$ cat src/rtl/spi_pkg.sv
`timescale 1ns/1ps
// Shared defaults and FSM state encoding for the SPI peripheral.
package spi_pkg;
    localparam int DEF_DATA_WIDTH  = 8;
    localparam int DEF_SYNC_STAGES = 2;

    typedef enum logic {
        IDLE   = 1'b0,
        ACTIVE = 1'b1
    } spi_state_t;
endpackage

$ cat src/rtl/spi_sync_edge.sv
`timescale 1ns/1ps
// Multi-flop synchronizer for one asynchronous input plus an edge detector
// that compares the last synchronizer stage with one extra delay flop.
module spi_sync_edge #(
    parameter int   STAGES  = 2,
    parameter logic RST_VAL = 1'b0
) (
    input  logic i_clk,
    input  logic i_rst_n,
    input  logic i_async,
    output logic level,
    output logic rise,
    output logic fall
);
    // [STAGES-1:0] synchronize, [STAGES] is the delay flop for edge detection
    logic [STAGES:0] sync_q;

    always_ff @(posedge i_clk) begin
        if (!i_rst_n) sync_q <= {(STAGES+1){RST_VAL}};
        else          sync_q <= {sync_q[STAGES-1:0], i_async};
    end

    assign level = sync_q[STAGES-1];
    assign rise  =  sync_q[STAGES-1] & ~sync_q[STAGES];
    assign fall  = ~sync_q[STAGES-1] &  sync_q[STAGES];
endmodule

$ cat src/rtl/spi_peripheral.sv
`timescale 1ns/1ps
// SPI mode-0 peripheral, MSB first, oversampled by i_clk, with a one-entry
// transmit holding buffer and back-to-back byte support inside one frame.
import spi_pkg::*;

module spi_peripheral #(
    parameter int DATA_WIDTH  = DEF_DATA_WIDTH,
    parameter int SYNC_STAGES = DEF_SYNC_STAGES
) (
    input  logic                  i_clk,
    input  logic                  i_rst_n,
    input  logic                  i_sclk,
    input  logic                  i_cs_n,
    input  logic                  i_mosi,
    output logic                  o_miso,
    output logic                  o_miso_en,
    input  logic [DATA_WIDTH-1:0] i_tx_data,
    input  logic                  i_tx_valid,
    output logic                  o_tx_ready,
    output logic [DATA_WIDTH-1:0] o_rx_data,
    output logic                  o_rx_valid,
    output logic                  o_tx_underrun
);
    localparam int              CNT_W    = (DATA_WIDTH > 1) ? $clog2(DATA_WIDTH) : 1;
    localparam logic [CNT_W-1:0] LAST_BIT = CNT_W'(DATA_WIDTH - 1);
    localparam int              NSIG     = 3;
    localparam logic [NSIG-1:0] SYNC_RST = 3'b010;  // {mosi, cs_n, sclk}

    logic [NSIG-1:0] sig_async, sig_level, sig_rise, sig_fall;
    assign sig_async = {i_mosi, i_cs_n, i_sclk};

    for (genvar g = 0; g < NSIG; g++) begin : g_sync
        spi_sync_edge #(.STAGES(SYNC_STAGES), .RST_VAL(SYNC_RST[g])) u_sync (
            .i_clk   (i_clk),
            .i_rst_n (i_rst_n),
            .i_async (sig_async[g]),
            .level   (sig_level[g]),
            .rise    (sig_rise[g]),
            .fall    (sig_fall[g])
        );
    end

    logic sclk_rise, sclk_fall, cs_rise, cs_fall, cs_level, mosi_s;
    assign sclk_rise = sig_rise[0];
    assign sclk_fall = sig_fall[0];
    assign cs_rise   = sig_rise[1];
    assign cs_fall   = sig_fall[1];
    assign cs_level  = sig_level[1];
    assign mosi_s    = sig_level[2];

    logic unused_sync;
    assign unused_sync = ^{sig_level[0], sig_rise[2], sig_fall[2]};

    spi_state_t            state_q, state_d;
    logic [SYNC_STAGES:0]  flush_pipe;
    logic                  armed_q;
    logic [CNT_W-1:0]      bit_cnt_q;
    logic [DATA_WIDTH-1:0] rx_shift_q, tx_shift_q, hold_q;
    logic                  tx_ready_q, wrap_q, underrun_pend_q;
    logic                  start, stop, bit_rise, bit_fall, wrap, load_tx;

    // Synchronizer reset values fake a cs_n fall if cs_n is low at reset
    // release; a frame may only start once cs_n has been seen high afterwards.
    assign start    = (state_q == IDLE) && armed_q && cs_fall;
    assign stop     = (state_q == ACTIVE) && cs_rise;
    assign bit_rise = (state_q == ACTIVE) && !cs_rise && sclk_rise;
    assign bit_fall = (state_q == ACTIVE) && !cs_rise && sclk_fall;
    assign wrap     = bit_rise && (bit_cnt_q == LAST_BIT);
    assign load_tx  = start || wrap;

    always_ff @(posedge i_clk) begin
        if (!i_rst_n) state_q <= IDLE;
        else          state_q <= state_d;
    end

    always_comb begin
        state_d = state_q;
        case (state_q)
            IDLE:    if (start) state_d = ACTIVE;
            ACTIVE:  if (stop)  state_d = IDLE;
            default: state_d = IDLE;
        endcase
    end

    always_ff @(posedge i_clk) begin
        if (!i_rst_n) begin
            flush_pipe <= '0;
            armed_q    <= 1'b0;
        end else begin
            flush_pipe <= {flush_pipe[SYNC_STAGES-1:0], 1'b1};
            if (flush_pipe[SYNC_STAGES] && cs_level) armed_q <= 1'b1;
        end
    end

    always_ff @(posedge i_clk) begin
        if (!i_rst_n) begin
            bit_cnt_q       <= '0;
            rx_shift_q      <= '0;
            tx_shift_q      <= '0;
            hold_q          <= '0;
            tx_ready_q      <= 1'b1;
            wrap_q          <= 1'b0;
            underrun_pend_q <= 1'b0;
            o_rx_data       <= '0;
            o_rx_valid      <= 1'b0;
            o_tx_underrun   <= 1'b0;
        end else begin
            o_rx_valid    <= 1'b0;
            o_tx_underrun <= 1'b0;

            // Copy one cycle after the final shift so o_rx_data sees the full byte
            wrap_q <= wrap;
            if (wrap_q) begin
                o_rx_data  <= rx_shift_q;
                o_rx_valid <= 1'b1;
            end

            if (stop) begin
                bit_cnt_q  <= '0;
                rx_shift_q <= '0;
            end else if (bit_rise) begin
                rx_shift_q <= {rx_shift_q[DATA_WIDTH-2:0], mosi_s};
                bit_cnt_q  <= wrap ? '0 : bit_cnt_q + 1'b1;
            end

            if (load_tx)
                tx_shift_q <= tx_ready_q ? '0 : hold_q;
            else if (stop)
                tx_shift_q <= '0;
            else if (bit_fall && bit_cnt_q != '0)
                tx_shift_q <= {tx_shift_q[DATA_WIDTH-2:0], 1'b0};

            // A slot loaded empty at a wrap only counts once the controller
            // actually clocks into it; at frame start it counts immediately.
            if (start && tx_ready_q) o_tx_underrun <= 1'b1;
            if (stop) begin
                underrun_pend_q <= 1'b0;
            end else if (wrap) begin
                underrun_pend_q <= tx_ready_q;
            end else if (bit_rise && bit_cnt_q == '0 && underrun_pend_q) begin
                o_tx_underrun   <= 1'b1;
                underrun_pend_q <= 1'b0;
            end

            if (load_tx && !tx_ready_q) begin
                tx_ready_q <= 1'b1;
            end else if (i_tx_valid && tx_ready_q) begin
                hold_q     <= i_tx_data;
                tx_ready_q <= 1'b0;
            end
        end
    end

    assign o_tx_ready = tx_ready_q;
    assign o_miso_en  = (state_q == ACTIVE);
    assign o_miso     = (state_q == ACTIVE) & tx_shift_q[DATA_WIDTH-1];
endmodule

$ cat config.mk
export PLATFORM = sky130hd
export DESIGN_NAME = spi_peripheral
export DESIGN_NICKNAME = d
export VERILOG_FILES = /design/src/rtl/spi_pkg.sv /design/src/rtl/spi_sync_edge.sv /design/src/rtl/spi_peripheral.sv
export SDC_FILE = /design/constraint.sdc
export NUM_CORES = 1
export LEC_CHECK = 0
export CAP_MARGIN = 20
export CORE_MARGIN = 3
export CORE_UTILIZATION = 54
export CTS_BUF_LIST = sky130_fd_sc_hd__clkbuf_4 sky130_fd_sc_hd__clkbuf_8 sky130_fd_sc_hd__clkbuf_16
export DETAILED_ROUTE_END_ITERATION = 12
export PLACE_DENSITY_LB_ADDON = 0.15
export SLEW_MARGIN = 15
export SYNTH_ARGS = -nofsm -noshare
export SYNTH_HDL_FRONTEND = slang
export SYNTH_HIERARCHICAL = 1
export SYNTH_SLANG_ARGS = --single-unit
$ cat constraint.sdc
create_clock -name i_clk -period 2 [get_ports i_clk]
set_input_delay 0.2 -clock i_clk [delete_from_list [all_inputs] [get_ports i_clk]]
set_output_delay 0.2 -clock i_clk [all_outputs]
set_load 0.005 [all_outputs]
==> results of run 1 <==
[per-layer routing]
metal	global-route usage	vias up	routed length, µm
li1	-	787	-
met5	0	-	0
met4	0.114	0	98
met3	0.0416	8	133
met2	0.307	30	1650
met1	0.218	680	1670
[final cells by class]
cell class / count / area (µm²) / share of cell area
inverters: 3 / 11.3 / 0.00456
flip-flops and latches: 53 / 1060 / 0.429
clock inverters: 1 / 30.0 / 0.0122
clock buffers: 7 / 90.1 / 0.0365
well taps: 46 / 57.6 / 0.0233
multi-input cells: 151 / 916 / 0.371
repair buffers: 32 / 305 / 0.124
[cells in the final DEF, fill, tap and decap left out, types with 7 or more instances in the layout]
cell type / instances
dfxtp_1: 53
nand2_1: 38
clkdlybuf4s50_1: 26
nor2b_1: 15
a21oi_1: 12
nand3_1: 11
nand3b_1: 9
o21ai_0: 8
and2_1: 8
mux2i_1: 8
a21boi_0: 8
a22oi_1: 7
[worst max path at each step]
stage | end | depth (start not counted)
global route | tx_shift_q[2]$_SDFFE_PN0P_ | 6
global placement | tx_shift_q[4]$_SDFFE_PN0P_ | 6
floorplan | tx_shift_q[1]$_SDFFE_PN0P_ | 6
CTS | tx_shift_q[1]$_SDFFE_PN0P_ | 6
detailed placement | tx_shift_q[1]$_SDFFE_PN0P_ | 6
finish | tx_shift_q[1]$_SDFFE_PN0P_ | 6
[power breakdown]
group | internal [W] | total, W | switching [W]
clock network | 0.000421 | 0.000750 | 0.000328
logic | 0.0000559 | 0.0000973 | 0.0000415
registers | 0.00108 | 0.00109 | 0.0000145
[registers in the layout, indices dropped and copies added, names as in the netlist]
| signal | cells |
|---|---|
| g_sync.u_sync/sync_q | 8 |
| hold_q | 8 |
| o_rx_data | 8 |
| rx_shift_q | 8 |
| tx_shift_q | 8 |
| bit_cnt_q | 3 |
| flush_pipe | 3 |
| armed_q | 1 |
| o_miso_en | 1 |
| o_rx_valid | 1 |
| o_tx_ready | 1 |
| o_tx_underrun | 1 |
| underrun_pend_q | 1 |
| wrap_q | 1 |
[stage by stage]
stage / hold WS, ns / worst slack [ns] / cell area, µm² / std cells
2_1_floorplan: 0.228 / 0.470 / 2040 / 218
3_3_place_gp: 0.388 / 0.325 / 2350 / 285
3_5_place_dp: 0.399 / 0.292 / 2350 / 285
4_1_cts: 0.420 / 0.266 / 2470 / 293
5_1_grt: 0.452 / 0.0990 / 2470 / 293
6_report: 0.416 / 0.275 / 2470 / 293
==> results.sh, run 1 <==
export IMPL_status="completed"
export IMPL_hpwl_um=2540
export IMPL_synth_area_um2=2040
export IMPL_crit_path_end_kind="flop"
export IMPL_grtUsageTotal=0.186
export IMPL_firstDrtPassIters=5
export IMPL_dieArea_um2=4540
export IMPL_r2r_end="tx_shift_q[1]$_SDFFE_PN0P_"
export IMPL_power_density_nw_per_um2=785
export IMPL_worst_r2r_path_depth=6
export IMPL_holdCritPathClass="flop to flop"
export IMPL_n_antenna_cell=0
export IMPL_ant_nets=0
export IMPL_dieHeight_um=67.4
export IMPL_antenna_found_initial=0
export IMPL_grt_pass1_vias=1426
export IMPL_rows=21
export IMPL_vias_per_cell=5.14
export IMPL_post_route_period_util=0.862
export IMPL_cts_setup_buffers=0
export IMPL_min_delay_worst_endpoint="g_sync[1].u_sync/sync_q[1]$_SDFF_PN1_"
export IMPL_maxCapViolCount=0
export IMPL_crit_family="compound AO/OA/AOI/OAI gates"
export IMPL_clock_path_buffers=2
export IMPL_setup_tns_ns=0
export IMPL_gp_congestion=0.738
export IMPL_cp_start_kind="flop"
export IMPL_power_w=0.00194
export IMPL_worst_path_most_repeated_cell="ha_1"
export IMPL_synthCells=218
export IMPL_cts_root_buf="clkbuf_8"
export IMPL_htree_levels=2
export IMPL_post_route_cells_drive_above_1_share=0.0850
export IMPL_rsz0062_at_grt="no"
export IMPL_routedWlPerCell_um=12.2
export IMPL_cts_sinks=53
export IMPL_critPathSlowestCell="dfxtp_1"
export IMPL_cpPeakStageDelay_ns=0.34
export IMPL_yosys_warnings=6
export IMPL_reg2reg_from="bit_cnt_q[1]$_SDFFE_PP0P_"
export IMPL_criticalPathCategory="flop to flop"
export IMPL_worstSetupStartpoint="bit_cnt_q[1]$_SDFFE_PP0P_"
export IMPL_r2r_slack_ns=0.28
export IMPL_port_buffer_count=26
export IMPL_syn_nets=235
export IMPL_fin_util=0.707
export IMPL_crit_required_ns=2.19
export IMPL_die_x_um=67.4
export IMPL_max_slew_margin=0.686
export IMPL_tritoncts="built"
export IMPL_hold_path_depth=1
export IMPL_clkSlewWorstSetupHoldPaths_ns=0.09
export IMPL_tightest_slew_ns=0.471
export IMPL_drtIter0Drc=51
export IMPL_cp_arrival_ns=1.92
export IMPL_cts_buffers_inserted=5
export IMPL_gr_total_overflow=0
export IMPL_cp_cell_sequence="ha_1 > ha_1 > a21o_1 > a21boi_2 > a21bo_2 > a22oi_1"
export IMPL_final_hold_viol_count=0
export IMPL_setup_violations_final=0
export IMPL_vdd_ir_drop_max_uv=559
export IMPL_initial_core_util=0.583
export IMPL_cts_resized=0
export IMPL_crit_path_max_fanout=9
export IMPL_cts_hold_buffers=0
export IMPL_num_io_pins=27
export IMPL_vias=1505
export IMPL_core_area_um2=3490
export IMPL_grt_pass1_wl_um=6190
export IMPL_fmax_mhz=580
export IMPL_area_growth_pct=21.4
export IMPL_final_nets=263
export IMPL_period_minus_slack_ns=1.72
export IMPL_grt_max_degree=19
export IMPL_drt_wl_total_um=3560
export IMPL_fin_skew_ns=0.00485
export IMPL_clock_latency_ns=0.31
export IMPL_syn_area_per_cell_um2=9.34
export IMPL_drc=0
export IMPL_maxSlewViolCount=0
export IMPL_fill_cells=288
export IMPL_min_delay_start="g_sync[1].u_sync/sync_q[0]$_SDFF_PN1_"
export IMPL_power_leakage_nw=0.946
export IMPL_path_buf_inv=0
Power figures use the tool's default switching activity.
==> inputs of run 2 (changes only) <==
MAX_ROUTING_LAYER = met4   (was default)
==> run 2 against run 1 <==
  * Flip-flop and latch count unchanged
  * Register-to-register slack about the same
  * Largest power group unchanged
  * Sequential power about the same
  * Clock power about the same
  * First-iteration DRC count increased by 3.9%
  * Maximum frequency about the same
==> results.sh, run 2 (synthesis gave the netlist of run 1 again) <==
export IMPL_cts_buffers_inserted=5
export IMPL_period_minus_slack_ns=1.72
export IMPL_setup_tns_ns=0
export IMPL_port_buffer_count=26
export IMPL_antenna_found_initial=0
export IMPL_reg2reg_from="bit_cnt_q[1]$_SDFFE_PP0P_"
export IMPL_r2r_end="tx_shift_q[1]$_SDFFE_PN0P_"
export IMPL_power_density_nw_per_um2=785
export IMPL_fill_cells=288
export IMPL_cts_hold_buffers=0
export IMPL_core_area_um2=3490
export IMPL_area_growth_pct=21.4
export IMPL_holdCritPathClass="flop to flop"
export IMPL_power_frac_seq=0.563
export IMPL_worst_r2r_path_depth=6
export IMPL_layout_common_cells="dfxtp_1 (53), nand2_1 (38), clkdlybuf4s50_1 (26)"
export IMPL_vdd_ir_drop_max_uv=560
export IMPL_tightest_slew_ns=0.471
export IMPL_cts_root_buf="clkbuf_8"
export IMPL_post_route_cells_drive_above_1_share=0.0850
export IMPL_post_route_period_util=0.862
export IMPL_final_hold_viol_count=0
export IMPL_cp_start_kind="flop"
export IMPL_power_w=0.00194
export IMPL_maxSlewViolCount=0
export IMPL_crit_path_max_fanout=9
export IMPL_grt_pass1_wl_um=6180
export IMPL_tritoncts="built"
export IMPL_n_antenna_cell=0
export IMPL_mostFrequentLayoutCell="dfxtp_1"
export IMPL_worst_path_most_repeated_cell="ha_1"
export IMPL_internal_power_w=0.00156
export IMPL_swShare=0.198
export IMPL_clock_path_buffers=2
export IMPL_status="completed"
export IMPL_gp_congestion=0.747
export IMPL_cts_sinks=53
export IMPL_clock_latency_ns=0.31
export IMPL_grt_max_degree=19
export IMPL_r2r_slack_ns=0.28
export IMPL_drc=0
export IMPL_combPwrFrac=0.050
export IMPL_initial_core_util=0.583
export IMPL_fin_skew_ns=0.00495
export IMPL_p_clk_frac=0.387
export IMPL_hold_path_depth=1
export IMPL_cpPeakStageDelay_ns=0.34
export IMPL_grtUsageTotal=0.191
export IMPL_regArea_um2=1060
export IMPL_dieHeight_um=67.4
export IMPL_drtIter0Drc=53
export IMPL_ant_nets=0
export IMPL_routedWlPerCell_um=12.1
export IMPL_grt_pass1_vias=1435
export IMPL_rsz0062_at_grt="no"
export IMPL_critPathSlowestCell="dfxtp_1"
export IMPL_firstDrtPassIters=5
export IMPL_maxCapViolCount=0
export IMPL_hold_ws_ns=0.417
export IMPL_final_nets=263
export IMPL_max_slew_margin=0.686
export IMPL_min_delay_worst_endpoint="g_sync[1].u_sync/sync_q[1]$_SDFF_PN1_"
export IMPL_setup_violations_final=0
export IMPL_crit_path_end_kind="flop"
export IMPL_clkSlewWorstSetupHoldPaths_ns=0.09
export IMPL_cts_resized=0
export IMPL_power_leakage_nw=0.946
export IMPL_criticalPathCategory="flop to flop"
export IMPL_cp_cell_sequence="ha_1 > ha_1 > a21o_1 > a21boi_2 > a21bo_2 > a22oi_1"
export IMPL_gr_total_overflow=0
export IMPL_rows=21
export IMPL_crit_required_ns=2.19
export IMPL_num_io_pins=27
export IMPL_p_switching_w=0.000384
export IMPL_fmax_mhz=580
export IMPL_drt_wl_total_um=3560
export IMPL_die_x_um=67.4
export IMPL_min_delay_start="g_sync[1].u_sync/sync_q[0]$_SDFF_PN1_"
export IMPL_hpwl_um=2540
export IMPL_cts_setup_buffers=0
export IMPL_htree_levels=2
export IMPL_multi_input_area_um2=916
export IMPL_vias=1506
export IMPL_vias_per_cell=5.14
export IMPL_dieArea_um2=4540
export IMPL_cp_arrival_ns=1.92
==> run 2: cell counts in the layout (fill, tap and decap cells not counted) <==
No cell type changed its count.
==> run 2: worst max-delay path: cells and delay by family, from the launching register on <==
| kind | cells | cell delay, ns |
|---|---|---|
| AO/OA/AOI/OAI | 4 | 0.85 |
| adder cells (fa/ha/maj) | 2 | 0.42 |
| flip-flops | 1 | 0.34 |
==> run 2: layer usage <==
metal,wire (µm),share of wire,global-route usage
met5,0,0,-
met4,98,0.028,0.114
met2,1660,0.47,0.309
met3,128,0.036,0.0399
met1,1670,0.47,0.217
==> run 2: worst max-delay path by stage <==
stage | cells past startpoint | from | end | slack (ns)
CTS | 6 | bit_cnt_q[1]$_SDFFE_PP0P_ | tx_shift_q[1]$_SDFFE_PN0P_ | 0.27
global placement | 6 | bit_cnt_q[0]$_SDFFE_PP0P_ | tx_shift_q[4]$_SDFFE_PN0P_ | 0.33
floorplan | 6 | bit_cnt_q[0]$_SDFFE_PP0P_ | tx_shift_q[1]$_SDFFE_PN0P_ | 0.47
global route | 6 | bit_cnt_q[1]$_SDFFE_PP0P_ | tx_shift_q[2]$_SDFFE_PN0P_ | 0.1
finish | 6 | bit_cnt_q[1]$_SDFFE_PP0P_ | tx_shift_q[1]$_SDFFE_PN0P_ | 0.28
detailed placement | 6 | bit_cnt_q[1]$_SDFFE_PP0P_ | tx_shift_q[1]$_SDFFE_PN0P_ | 0.29
==> run 2: cell type report <==
cell class	count	share of cell area
clock buffers	7	0.0365
inverters	3	0.00456
flip-flops and latches	53	0.429
well taps	46	0.0233
repair buffers	32	0.124
multi-input cells	151	0.371
clock inverters	1	0.0122
==> run 2: metrics by stage <==
stage / utilization / setup slack (ns) / cell area [µm²] / cells
2_1_floorplan: - / 0.470 / 2040 / 218
3_3_place_gp: 0.673 / 0.325 / 2350 / 285
3_5_place_dp: 0.673 / 0.292 / 2350 / 285
4_1_cts: 0.707 / 0.266 / 2470 / 293
5_1_grt: 0.707 / 0.0990 / 2470 / 293
6_report: 0.707 / 0.275 / 2470 / 293
==> run 2: power by group through the flow <==
stage          combinational, W  clock [W]  sequential, W
2_1_floorplan         0.0000528          0        0.00111
3_5_place_dp          0.0000977          0        0.00112
6_report              0.0000973   0.000750        0.00109
3_3_place_gp          0.0000962          0        0.00112
5_1_grt                0.000108   0.000814        0.00110
4_1_cts               0.0000981   0.000771        0.00109
